--- src/rtl/demux_dispatch_if.sv ---
// Handshake/bus bundle for demux_dispatch_ctrl. The cnt0/cnt1 members exist only
// when DISPATCH_COUNT_EN is defined.
interface demux_dispatch_if #(
  parameter int unsigned W = 4
);
  logic [W-1:0] in_data;
  logic         in_valid;
  logic         in_ready;
  logic         lane_ready0;
  logic         lane_ready1;
  logic         sel;
  logic [W-1:0] data_out;
  logic         out_valid0;
  logic         out_valid1;
  logic         empty;
`ifdef DISPATCH_COUNT_EN
  logic [7:0]   cnt0;
  logic [7:0]   cnt1;
`endif

  // Upstream producer / lane consumers side
  modport master (
    output in_data, in_valid, lane_ready0, lane_ready1,
    input  in_ready, sel, data_out, out_valid0, out_valid1, empty
`ifdef DISPATCH_COUNT_EN
    , input cnt0, cnt1
`endif
  );

  // Dispatch controller side
  modport slave (
    input  in_data, in_valid, lane_ready0, lane_ready1,
    output in_ready, sel, data_out, out_valid0, out_valid1, empty
`ifdef DISPATCH_COUNT_EN
    , output cnt0, cnt1
`endif
  );
endinterface

--- src/rtl/demux_dispatch_ctrl.sv ---
// FIFO-buffered round-robin dispatcher feeding a 1-to-2 demux.
// Optional per-lane saturating dispatch counters: define DISPATCH_COUNT_EN.
module demux_dispatch_ctrl #(
  parameter int unsigned W     = 4,
  parameter int unsigned DEPTH = 4
) (
  input  logic             clk,
  input  logic             rst,
  demux_dispatch_if.slave  bus
);
  localparam int unsigned PW = (DEPTH > 1) ? $clog2(DEPTH) : 1;
  localparam int unsigned CW = $clog2(DEPTH + 1);

  logic [W-1:0]  mem_q [DEPTH];
  logic [W-1:0]  mem_d [DEPTH];
  logic [PW-1:0] wr_ptr_q, wr_ptr_d;
  logic [PW-1:0] rd_ptr_q, rd_ptr_d;
  logic [CW-1:0] count_q, count_d;
  logic          rr_q, rr_d;
  logic          sel_q, sel_d;
  logic [W-1:0]  data_q, data_d;
  logic          ov0_q, ov0_d;
  logic          ov1_q, ov1_d;

  logic          full_c;
  logic          empty_c;
  logic          push_c;
  logic          pop_c;
  logic          target_c;
  logic [1:0]    lane_rdy_c;

`ifdef DISPATCH_COUNT_EN
  logic [7:0]    cnt0_q, cnt0_d;
  logic [7:0]    cnt1_q, cnt1_d;
`endif

  // Handshake decode and work-conserving lane choice
  always_comb begin
    full_c     = (count_q == CW'(DEPTH));
    empty_c    = (count_q == '0);
    lane_rdy_c = {bus.lane_ready1, bus.lane_ready0};
    push_c     = bus.in_valid && !full_c;
    pop_c      = !empty_c && (|lane_rdy_c);
    target_c   = lane_rdy_c[rr_q] ? rr_q : !rr_q;
  end

  // Next-state: pop reads the old head, so a same-cycle push never bypasses
  always_comb begin
    mem_d    = mem_q;
    wr_ptr_d = wr_ptr_q;
    rd_ptr_d = rd_ptr_q;
    count_d  = count_q;
    rr_d     = rr_q;
    sel_d    = sel_q;
    data_d   = data_q;
    ov0_d    = 1'b0;
    ov1_d    = 1'b0;

    if (push_c) begin
      mem_d[wr_ptr_q] = bus.in_data;
      wr_ptr_d        = wr_ptr_q + PW'(1);
    end

    if (pop_c) begin
      data_d   = mem_q[rd_ptr_q];
      sel_d    = target_c;
      ov0_d    = !target_c;
      ov1_d    = target_c;
      rd_ptr_d = rd_ptr_q + PW'(1);
      rr_d     = !target_c;
    end

    case ({push_c, pop_c})
      2'b10:   count_d = count_q + CW'(1);
      2'b01:   count_d = count_q - CW'(1);
      default: count_d = count_q;
    endcase
  end

  always_ff @(posedge clk or posedge rst) begin
    if (rst) begin
      for (int i = 0; i < int'(DEPTH); i++) mem_q[i] <= '0;
      wr_ptr_q <= '0;
      rd_ptr_q <= '0;
      count_q  <= '0;
      rr_q     <= 1'b0;
      sel_q    <= 1'b0;
      data_q   <= '0;
      ov0_q    <= 1'b0;
      ov1_q    <= 1'b0;
    end else begin
      mem_q    <= mem_d;
      wr_ptr_q <= wr_ptr_d;
      rd_ptr_q <= rd_ptr_d;
      count_q  <= count_d;
      rr_q     <= rr_d;
      sel_q    <= sel_d;
      data_q   <= data_d;
      ov0_q    <= ov0_d;
      ov1_q    <= ov1_d;
    end
  end

`ifdef DISPATCH_COUNT_EN
  // Per-lane dispatch counters, saturating at 255
  always_comb begin
    cnt0_d = cnt0_q;
    cnt1_d = cnt1_q;
    if (pop_c && !target_c && (cnt0_q != 8'hFF)) cnt0_d = cnt0_q + 8'd1;
    if (pop_c &&  target_c && (cnt1_q != 8'hFF)) cnt1_d = cnt1_q + 8'd1;
  end

  always_ff @(posedge clk or posedge rst) begin
    if (rst) begin
      cnt0_q <= '0;
      cnt1_q <= '0;
    end else begin
      cnt0_q <= cnt0_d;
      cnt1_q <= cnt1_d;
    end
  end

  assign bus.cnt0 = cnt0_q;
  assign bus.cnt1 = cnt1_q;
`endif

  assign bus.in_ready   = !full_c;
  assign bus.empty      = empty_c;
  assign bus.sel        = sel_q;
  assign bus.data_out   = data_q;
  assign bus.out_valid0 = ov0_q;
  assign bus.out_valid1 = ov1_q;

endmodule

--- src/flat_wrapper.sv ---
// flat-port wrapper written by rule: the top's interface ports become plain ports
module demux_dispatch_ctrl_flat 
#(
  parameter int unsigned W     = 4,
  parameter int unsigned DEPTH = 4
)
  (clk, rst, bus_in_data, bus_in_valid, bus_lane_ready0, bus_lane_ready1, bus_in_ready, bus_sel, bus_data_out, bus_out_valid0, bus_out_valid1, bus_empty);
  demux_dispatch_if #(.W(W)) bus_i ();
  input  logic clk;
  input  logic rst;
  input wire logic [$bits(bus_i.in_data)-1:0] bus_in_data;
  input wire logic [$bits(bus_i.in_valid)-1:0] bus_in_valid;
  input wire logic [$bits(bus_i.lane_ready0)-1:0] bus_lane_ready0;
  input wire logic [$bits(bus_i.lane_ready1)-1:0] bus_lane_ready1;
  output wire logic [$bits(bus_i.in_ready)-1:0] bus_in_ready;
  output wire logic [$bits(bus_i.sel)-1:0] bus_sel;
  output wire logic [$bits(bus_i.data_out)-1:0] bus_data_out;
  output wire logic [$bits(bus_i.out_valid0)-1:0] bus_out_valid0;
  output wire logic [$bits(bus_i.out_valid1)-1:0] bus_out_valid1;
  output wire logic [$bits(bus_i.empty)-1:0] bus_empty;
  assign bus_i.in_data = bus_in_data;
  assign bus_i.in_valid = bus_in_valid;
  assign bus_i.lane_ready0 = bus_lane_ready0;
  assign bus_i.lane_ready1 = bus_lane_ready1;
  assign bus_in_ready = bus_i.in_ready;
  assign bus_sel = bus_i.sel;
  assign bus_data_out = bus_i.data_out;
  assign bus_out_valid0 = bus_i.out_valid0;
  assign bus_out_valid1 = bus_i.out_valid1;
  assign bus_empty = bus_i.empty;
  demux_dispatch_ctrl #(.W(W), .DEPTH(DEPTH)) u_core (.clk(clk), .rst(rst), .bus(bus_i));
endmodule
--- config.mk ---
export PLATFORM = sky130hd
export DESIGN_NAME = demux_dispatch_ctrl_flat
export DESIGN_NICKNAME = d
export VERILOG_FILES = /design/src/rtl/demux_dispatch_if.sv /design/src/rtl/demux_dispatch_ctrl.sv /design/src/flat_wrapper.sv
export SDC_FILE = /design/constraint.sdc
export NUM_CORES = 1
export LEC_CHECK = 0
export ABC_AREA = 1
export CORE_ASPECT_RATIO = 0.5
export CORE_MARGIN = 1.5
export CORE_UTILIZATION = 56
export CTS_BUF_LIST = sky130_fd_sc_hd__clkbuf_8
export CTS_CLUSTER_SIZE = 24
export DETAILED_ROUTE_END_ITERATION = 7
export GPL_TIMING_DRIVEN = 0
export PLACE_DENSITY_LB_ADDON = 0.3
export SLEW_MARGIN = 20
export SYNTH_ARGS = -nofsm -noshare
export SYNTH_HDL_FRONTEND = slang
export SYNTH_SLANG_ARGS = --single-unit
--- constraint.sdc ---
create_clock -name clk -period 2.88 [get_ports clk]
set_input_delay 0.432 -clock clk [delete_from_list [all_inputs] [get_ports clk]]
set_output_delay 0.432 -clock clk [all_outputs]
set_load 0.05 [all_outputs]
==> impl_metrics.yaml, run 1 <==
placement:
  hpwl_mm: 2.22
  gp_congestion: 0.815
  placed_cells_incl_taps: 251
  port_buffers: 17
logic_synthesis:
  synth_common_cells: "nand2_1 (82), dfrtp_1 (31), inv_1 (28)"
  synth-seq-area-share_pct: 48.6
  syn_area_sq_mm: 0.00160
  ys_seq_elements: 31
  synth.distinct_cells: 22
  yosysWarningCount: 0
  syn-num-nets: 212
  postSynthCellCount: 197
  synth_top_cell_area_share_pct: 48.6
  async_reset_ff_share_pct: 100
  synthFlopType: "dfrtp_1"
  yosysMostFrequentCell: "nand2_1"
  ys_top_cells_by_area: "dfrtp_1 (49%), nand2_1 (19%), inv_1 (6.6%)"
  synth_edf_count: 0
  synth_top_area_cell: "dfrtp_1"
  syn_avg_cell_area_sq_um: 8.10
cells_and_area:
  final_cells: 259
  n_antenna_cell: 0
  register_area_sq_um: 776
  num-nets-final: 236
  nFillCells: 205
  multi_input_area_sq_um: 672
  syn_to_final_growth_pct: 19.8
  drive_above_1_share_pct: 9.46
critical_path:
  rrSetupSlack_ps: 960
  crit_type: "reg -> out"
  crit_fanout: 3
  critical_path_required_ps: 2450
  cp-start-kind: "flip-flop"
  end_kind: "output pin"
  arrival_ps: 1940
timing:
  max_freq_ghz: 0.422
  period_needed_ps: 2370
  fin_crit_sh_pct: 82.3
  relSlewSlack_pct: 58.0
  drv_slew: 0
  rsz0062_at_grt: "no"
  setup_viol: 0
  tns_ps: 0
  tightest_slew_ps: 629
  clock_skew_ps: 5.63
  final_hold_viol_count: 0
global_routing:
  grt_use_total_pct: 22.2
  antenna_found_initial: 0
  grt_pass1_vias: 1114
  grt_max_degree: 32
  grt_pass1_wl_mm: 5.04
  grt.overflow.total: 0
clock_network:
  cts_tree: "yes"
  clockBufferDepth: 2
  cts.sinks: 31
  cts-htree-levels: 2
  cts_resized: 0
  clkTransAtPathRegs_ps: 70
  numCtsBuffers: 5
  cts_root_buf: "clkbuf_8"
  cts_setup_buffers: 0
  hold_buffers: 0
  insertion_delay_ps: 280
detailed_routing:
  drtIter0Drc: 110
  dr.pass1.iters: 4
  routed_wl_mm: 3.05
  wl_per_cell_um: 11.8
  antenna_left: 0
  drc: 0
  vias: 1303
  vias_per_cell: 5.03
run:
  maxCapViolations: 0
floorplanning:
  row_count: 13
  chipWidth_um: 78.5
  dieHeight_um: 40.8
  core_area_sq_mm: 0.00265
  io_pins: 18
  start_util_pct: 60.2
  die-area_sq_mm: 0.00320
outcome:
  status: "complete, no violations"
worst_hold_path:
  min_path_type: "reg -> reg"
power_and_ir_drop:
  p_leak_nw: 1.05
  ir_drop_mv: 0.536
  p_per_area_mw_per_mm2: 1220
flip-flops by register name, summed over array words and instances, names as in the netlist:
| signal | flops |
|---|---|
| u_core.rd_ptr_q | 2 |
| u_core.count_q | 3 |
| u_core.bus.data_out | 4 |
| u_core.bus.sel | 1 |
| u_core.wr_ptr_q | 2 |
| u_core.bus.out_valid1 | 1 |
| u_core.mem_q | 16 |
| u_core.bus.out_valid0 | 1 |
| u_core.rr_q | 1 |
placed cells by master (no fill, tap or decap), types with 2 or more instances in the layout:
cell type / synthesis / final
clkdlybuf4s50_1: 0 / 17
ha_1: 5 / 5
inv_1: 28 / 28
o21ai_0: 2 / 2
nand4_1: 16 / 16
nand3_2: 2 / 2
xor2_1: 3 / 3
inv_2: 3 / 4
clkbuf_8: 0 / 7
nand2_1: 82 / 82
nand3_1: 12 / 12
dfrtp_1: 31 / 31
buf_2: 2 / 2
report_power, final:
part | internal, mW | leakage (nW) | total, mW | switching (mW)
combinational | 0.415 | 0.607 | 1.16 | 0.748
clock | 0.214 | 0.0557 | 0.371 | 0.157
sequential | 0.648 | 0.384 | 0.795 | 0.147
total | 1.28 | 1.05 | 2.33 | 1.05
worst paths after layout:
check / cells after the start / to / from
worst min register to register: 2 / u_core.bus.sel$_DFFE_PP0P_ / u_core.bus.sel$_DFFE_PP0P_
min in group asynchronous: 2 / u_core.rd_ptr_q[0]$_DFFE_PP0P_ / rst
worst max register to register: 9 / u_core.count_q[2]$_DFFE_PP0P_ / u_core.count_q[0]$_DFFE_PP0P_
worst min-delay path: 2 / u_core.bus.sel$_DFFE_PP0P_ / u_core.bus.sel$_DFFE_PP0P_
max in group asynchronous: 2 / u_core.wr_ptr_q[0]$_DFFE_PP0P_ / rst
worst max-delay path: 4 / bus_empty / u_core.count_q[0]$_DFFE_PP0P_
cell families (layout without fill, tap and decap cells):
kind of cell	Yosys count	after routing	share of synthesized area [%]
AOI/OAI and AO/OA	5	5	2.51
xor gates and xnor gates	4	4	2.19
buffers and inverters	36	61	9.33
DFF	31	31	48.6
adders and majority gates	6	6	5.17
and+or+nand+nor	115	115	32.2
routing by layer:
metal | global-route usage (%) | share of wire (%) | up-vias
li1 | - | - | 665
met1 | 29.5 | 52 | 599
met3 | 6.89 | 4.7 | 6
met4 | 13.4 | 1.5 | 0
met2 | 32.8 | 42 | 33
met5 | 0 | 0 | -
critical path, stage by stage (launching register included):
cell             delay, ps
dfrtp_1                430
nor2_4                 190
nand2_1                120
inv_1                   90
clkdlybuf4s50_1        820
area by class of cell:
class,instances,share of cell area [%]
Sequential cell,31,40.5
Multi-Input combinational cell,130,35.1
Timing Repair Buffer,17,8.89
Inverter,31,6.08
Clock buffer,7,5.04
Tap cell,37,2.42
Buffer,5,1.70
Clock inverter,1,0.196
per-stage QoR:
stage	instance area (sq um)	worst slack [ps]	total power [mW]	hold slack, ps	util, %
2_1_floorplan	1600	1130	1.65	442	-
4_1_cts	1910	497	2.34	474	72.2
6_report	1910	511	2.33	469	72.2
3_3_place_gp	1810	527	1.91	454	68.4
5_1_grt	1910	465	2.53	500	72.2
3_5_place_dp	1810	507	1.95	458	68.4
(Power assumes the default switching activity.)
==> run 2, diff against run 1 <==
==> constraint.sdc (replaced) <==
create_clock -name clk -period 2.3 [get_ports clk]
set_input_delay 0.345 -clock clk [delete_from_list [all_inputs] [get_ports clk]]
set_output_delay 0.345 -clock clk [all_outputs]
set_load 0.05 [all_outputs]
==> impl_metrics.yaml, run 2 (synthesis results as in run 1) <==
outcome:
  status: "complete, no violations"
floorplanning:
  io_pins: 18
  die-area_sq_mm: 0.00320
  start_util_pct: 60.2
  core_area_sq_mm: 0.00265
  dieHeight_um: 40.8
  row_count: 13
  chipWidth_um: 78.5
cells_and_area:
  design_area_sq_mm: 0.00192
  drive_above_1_share_pct: 9.46
  nFillCells: 205
  syn_to_final_growth_pct: 20.0
  register_area_sq_um: 776
  layout_common_cells: "nand2_1 (82), dfrtp_1 (31), inv_1 (28)"
  n_antenna_cell: 0
  num-nets-final: 236
  largest_register_ffs: 16
  multi_input_area_sq_um: 672
  largest_register: "u_core.mem_q"
  layout_commonest_cell: "nand2_1"
  utilization_pct: 72.3
timing:
  tightest_slew_ps: 626
  max_freq_ghz: 0.451
  tns_ps: 0
  period_needed_ps: 2220
  fin_crit_sh_pct: 96.4
  final_hold_viol_count: 0
  clock_skew_ps: 4.40
  relSlewSlack_pct: 58.2
  setup_viol: 0
  drv_slew: 0
  rsz0062_at_grt: "no"
critical_path:
  crit_fanout: 10
  slowest_delay_ps: 700
  cp-start-kind: "flip-flop"
  arrival_ps: 1870
  r2r_cells: 9
  cpLargestDelayFamily: "buffers and inverters"
  crit_cells: 4
  slowest_stage: "clkdlybuf4s50_1"
  cp_cell_sequence: "nor2_4 -> nand2_4 -> buf_4 -> clkdlybuf4s50_1"
  critical_path_required_ps: 1960
  end_kind: "output pin"
  crit_type: "reg -> out"
  critPathBufInv: 2
detailed_routing:
  routed_wl_mm: 3.03
  vias: 1299
  met1Wirelength_mm: 1.56
  antenna_left: 0
  dr.pass1.iters: 4
  routed-wl-met2_mm: 1.27
  drtIter0Drc: 110
  vias_per_cell: 5.02
  drc: 0
  wl_per_cell_um: 11.7
  wl_met3_um: 154
  highest_layer: "met4"
placement:
  placed_area_sq_mm: 0.00181
  gp_congestion: 0.815
  hpwl_mm: 2.22
  port_buffers: 17
power_and_ir_drop:
  p_per_area_mw_per_mm2: 1520
  p_leak_nw: 1.06
  pwr-share-clk_pct: 15.9
  ir_drop_mv: 0.671
  p_comb_share_pct: 49.9
  netSwitchingFraction_pct: 45.1
  pwr-share-seq_pct: 34.2
  power_switching_mw: 1.31
  internal-power_mw: 1.60
clock_network:
  insertion_delay_ps: 280
  cts-htree-levels: 2
  cts_tree: "yes"
  cts_root_buf: "clkbuf_8"
  clkTransAtPathRegs_ps: 60
  hold_buffers: 0
  numCtsBuffers: 5
  cts_setup_buffers: 0
  cts.sinks: 31
  cts_resized: 0
  clockBufferDepth: 2
global_routing:
  grt.overflow.total: 0
  grt_use_total_pct: 22.2
  grt_pass1_vias: 1114
  grt_max_degree: 32
  grt_pass1_wl_mm: 5.04
  antenna_found_initial: 0
run:
  maxCapViolations: 0
worst_hold_path:
  min_path_type: "in -> async"
-- run 2: cell count changes in the layout (fill, tap and decap cells not counted) --
cell / delta
clkdlybuf4s50_1: -1
dlymetal6s2s_1: +1
-- run 2: cell type report --
| class | instances | share of cell area (%) |
|---|---|---|
| Sequential cell | 31 | 40.5 |
| Multi-Input combinational cell | 130 | 35.1 |
| Timing Repair Buffer | 17 | 9.01 |
| Inverter | 31 | 6.07 |
| Clock buffer | 7 | 5.03 |
| Tap cell | 37 | 2.42 |
| Buffer | 5 | 1.70 |
| Clock inverter | 1 | 0.196 |
-- run 2: worst paths after layout --
kind	from	end	slack, ps
max	u_core.count_q[0]$_DFFE_PP0P_	bus_in_ready	80
min	rst	u_core.bus.data_out[1]$_DFFE_PP0P_	460
max reg2reg	u_core.count_q[0]$_DFFE_PP0P_	u_core.count_q[2]$_DFFE_PP0P_	380
min reg2reg	u_core.bus.sel$_DFFE_PP0P_	u_core.bus.sel$_DFFE_PP0P_	470
max in group asynchronous	rst	u_core.wr_ptr_q[0]$_DFFE_PP0P_	1420
min in group clk	u_core.bus.sel$_DFFE_PP0P_	u_core.bus.sel$_DFFE_PP0P_	470
-- run 2: per-layer routing --
metal / vias up / global-route usage [%]
met1: 596 / 29.5
met3: 6 / 6.89
met2: 34 / 32.8
met4: 0 / 13.4
li1: 663 / -
met5: - / 0
-- run 2: power groups by stage --
stage	Combinational [mW]	Clock (mW)	Sequential, mW
4_1_cts	1.46	0.478	0.992
3_5_place_dp	1.45	0	0.999
3_3_place_gp	1.41	0	0.988
2_1_floorplan	0.910	0	1.16
6_report	1.45	0.463	0.996
5_1_grt	1.65	0.500	1.03
-- run 2: per-stage QoR --
step                      power (mW)  cells  setup WS, ps  hold slack, ps
after CTS                       2.93    259          4.23             474
final                           2.91    259          81.8             461
after detailed placement        2.45    251          14.0             458
after floorplan                 2.07    197           546             442
after global placement          2.40    251          34.2             454
after global routing            3.17    259          17.2             500
==> run 3, diff against run 2 <==
--- a/config.mk
+++ b/config.mk
@@ -7,13 +7,14 @@
 export LEC_CHECK = 0
 export ABC_AREA = 1
 export CORE_ASPECT_RATIO = 0.5
-export CORE_MARGIN = 1.5
-export CORE_UTILIZATION = 56
+export CORE_MARGIN = 4
+export CORE_UTILIZATION = 35
 export CTS_BUF_LIST = sky130_fd_sc_hd__clkbuf_8
 export CTS_CLUSTER_SIZE = 24
 export DETAILED_ROUTE_END_ITERATION = 7
 export GPL_TIMING_DRIVEN = 0
 export PLACE_DENSITY_LB_ADDON = 0.3
+export SKIP_CTS_REPAIR_TIMING = 1
 export SLEW_MARGIN = 20
 export SYNTH_ARGS = -nofsm -noshare
 export SYNTH_HDL_FRONTEND = slang
==> impl_metrics.yaml, run 3 (synthesis results as in run 1) <==
cells_and_area:
  syn_to_final_growth_pct: 20.0
  drive_above_1_share_pct: 8.64
  utilization_pct: 43.5
  layout_commonest_cell: "nand2_1"
  largest_register_ffs: 16
  register_area_sq_um: 776
  multi_input_area_sq_um: 672
  largest_register: "u_core.mem_q"
  nFillCells: 444
  layout_common_cells: "nand2_1 (82), dfrtp_1 (31), inv_1 (28)"
  num-nets-final: 236
  n_antenna_cell: 0
detailed_routing:
  routed-wl-met2_mm: 1.35
  wl_met3_um: 119
  drtIter0Drc: 55
  dr.pass1.iters: 4
  met1Wirelength_mm: 1.64
  vias_per_cell: 4.57
  routed_wl_mm: 3.19
  wl_per_cell_um: 11.5
  drc: 0
  vias: 1267
  antenna_left: 0
  highest_layer: "met4"
clock_network:
  cts_tree: "yes"
  clockBufferDepth: 2
  cts.sinks: 31
  insertion_delay_ps: 280
  clkTransAtPathRegs_ps: 60
  numCtsBuffers: 5
  cts_root_buf: "clkbuf_8"
  cts-htree-levels: 2
floorplanning:
  io_pins: 18
  chipWidth_um: 104
  dieHeight_um: 55.8
  row_count: 17
  die-area_sq_mm: 0.00577
  core_area_sq_mm: 0.00440
  start_util_pct: 36.3
timing:
  setup_viol: 0
  fin_crit_sh_pct: 86.4
  tightest_slew_ps: 639
  clock_skew_ps: 5.78
  final_hold_viol_count: 0
  period_needed_ps: 1990
  max_freq_ghz: 0.503
  relSlewSlack_pct: 57.3
  rsz0062_at_grt: "no"
  tns_ps: 0
  drv_slew: 0
  setup_slack_ps: 313
critical_path:
  crit_type: "in -> reg"
  end_kind: "flip-flop"
  r2r_cells: 9
  slowest_delay_ps: 510
  startpoint: "bus_lane_ready0"
  crit_fanout: 10
  cpLargestDelayFamily: "adder cells"
  r2r_end: "u_core.count_q[2]$_DFFE_PP0P_"
  crit_cells: 9
  r2r_start: "u_core.count_q[0]$_DFFE_PP0P_"
  cp_cell_sequence: "clkdlybuf4s50_1 -> nor2_1 -> a21oi_4 -> ha_1 -> inv_1 -> fa_1 -> nand2_1 -> nand3_1 -> xor2_1"
  slowest_stage: "clkdlybuf4s50_1"
  critPathBufInv: 2
  rrSetupSlack_ps: 340
  cp-endpoint: "u_core.count_q[2]$_DFFE_PP0P_"
  arrival_ps: 2160
  cp-start-kind: "primary input"
  critical_path_required_ps: 2470
placement:
  dp_slack_ps: 2.49
  port_buffers: 17
  hpwl_mm: 2.35
  gp_congestion: 0.757
global_routing:
  grt.overflow.total: 0
  grt_max_degree: 32
  grt_pass1_wl_mm: 5.71
  antenna_found_initial: 0
  grt_use_total_pct: 12.3
  grt_pass1_vias: 1266
worst_hold_path:
  min_path_type: "in -> async"
power_and_ir_drop:
  p_leak_nw: 1.05
  p_per_area_mw_per_mm2: 1470
  ir_drop_mv: 0.364
run:
  maxCapViolations: 0
outcome:
  status: "complete, no violations"
[run 3: changes by cell type in the layout (fill, tap and decap cells not counted)]
| cell | delta |
|---|---|
| clkdlybuf4s50_1 | -1 |
| dlymetal6s2s_1 | +1 |
| clkbuf_8 | -2 |
[run 3: worst reg2reg max path: stages, from the launching register on]
cell and delay [ps]:
dfrtp_1 420, nor2_4 190, nand2_4 90, nand2_1 180
ha_1 200, inv_1 60, fa_1 380, nand2_1 80
nand3_1 80, xor2_1 150
[run 3: through the flow]
stage                     power [mW]  std cells  hold WS [ps]  area [sq um]
after floorplan                 2.07        197           442          1600
after global placement          2.42        271           454          1840
after detailed placement        2.45        271           459          1840
after CTS                       2.85        277           475          1910
after global routing            3.09        277           492          1920
final                           2.82        277           468          1920
[run 3: layer usage]
metal / global-route usage, % / vias up
met4: 6.82 / 0
met1: 15.4 / 578
met3: 3.94 / 7
met2: 19.0 / 25
li1: - / 657
met5: 0 / -
[run 3: worst min-delay path by stage]
stage	cells after the start	endpoint	startpoint	slack, ps
floorplan	2	u_core.mem_q[0]$_DFFE_PP0P_	u_core.mem_q[0]$_DFFE_PP0P_	440
global placement	2	u_core.bus.sel$_DFFE_PP0P_	u_core.bus.sel$_DFFE_PP0P_	450
detailed placement	2	u_core.bus.sel$_DFFE_PP0P_	u_core.bus.sel$_DFFE_PP0P_	460
CTS	2	u_core.bus.sel$_DFFE_PP0P_	u_core.bus.sel$_DFFE_PP0P_	480
global route	2	u_core.mem_q[13]$_DFFE_PP0P_	u_core.mem_q[13]$_DFFE_PP0P_	490
finish	2	u_core.bus.sel$_DFFE_PP0P_	rst	470
[run 3: layout make-up]
class	count	share of cell area, %
Clock buffer	5	3.59
Clock inverter	1	0.196
Inverter	31	6.07
Multi-Input combinational cell	130	35.1
Timing Repair Buffer	17	9.14
Tap cell	57	3.72
Buffer	5	1.70
Sequential cell	31	40.5
[run 3: report_power, final]
part	switching (mW)	total, mW	internal, mW
combinational	0.931	1.44	0.514
clock	0.190	0.387	0.197
sequential	0.177	0.989	0.812
total	1.30	2.82	1.52
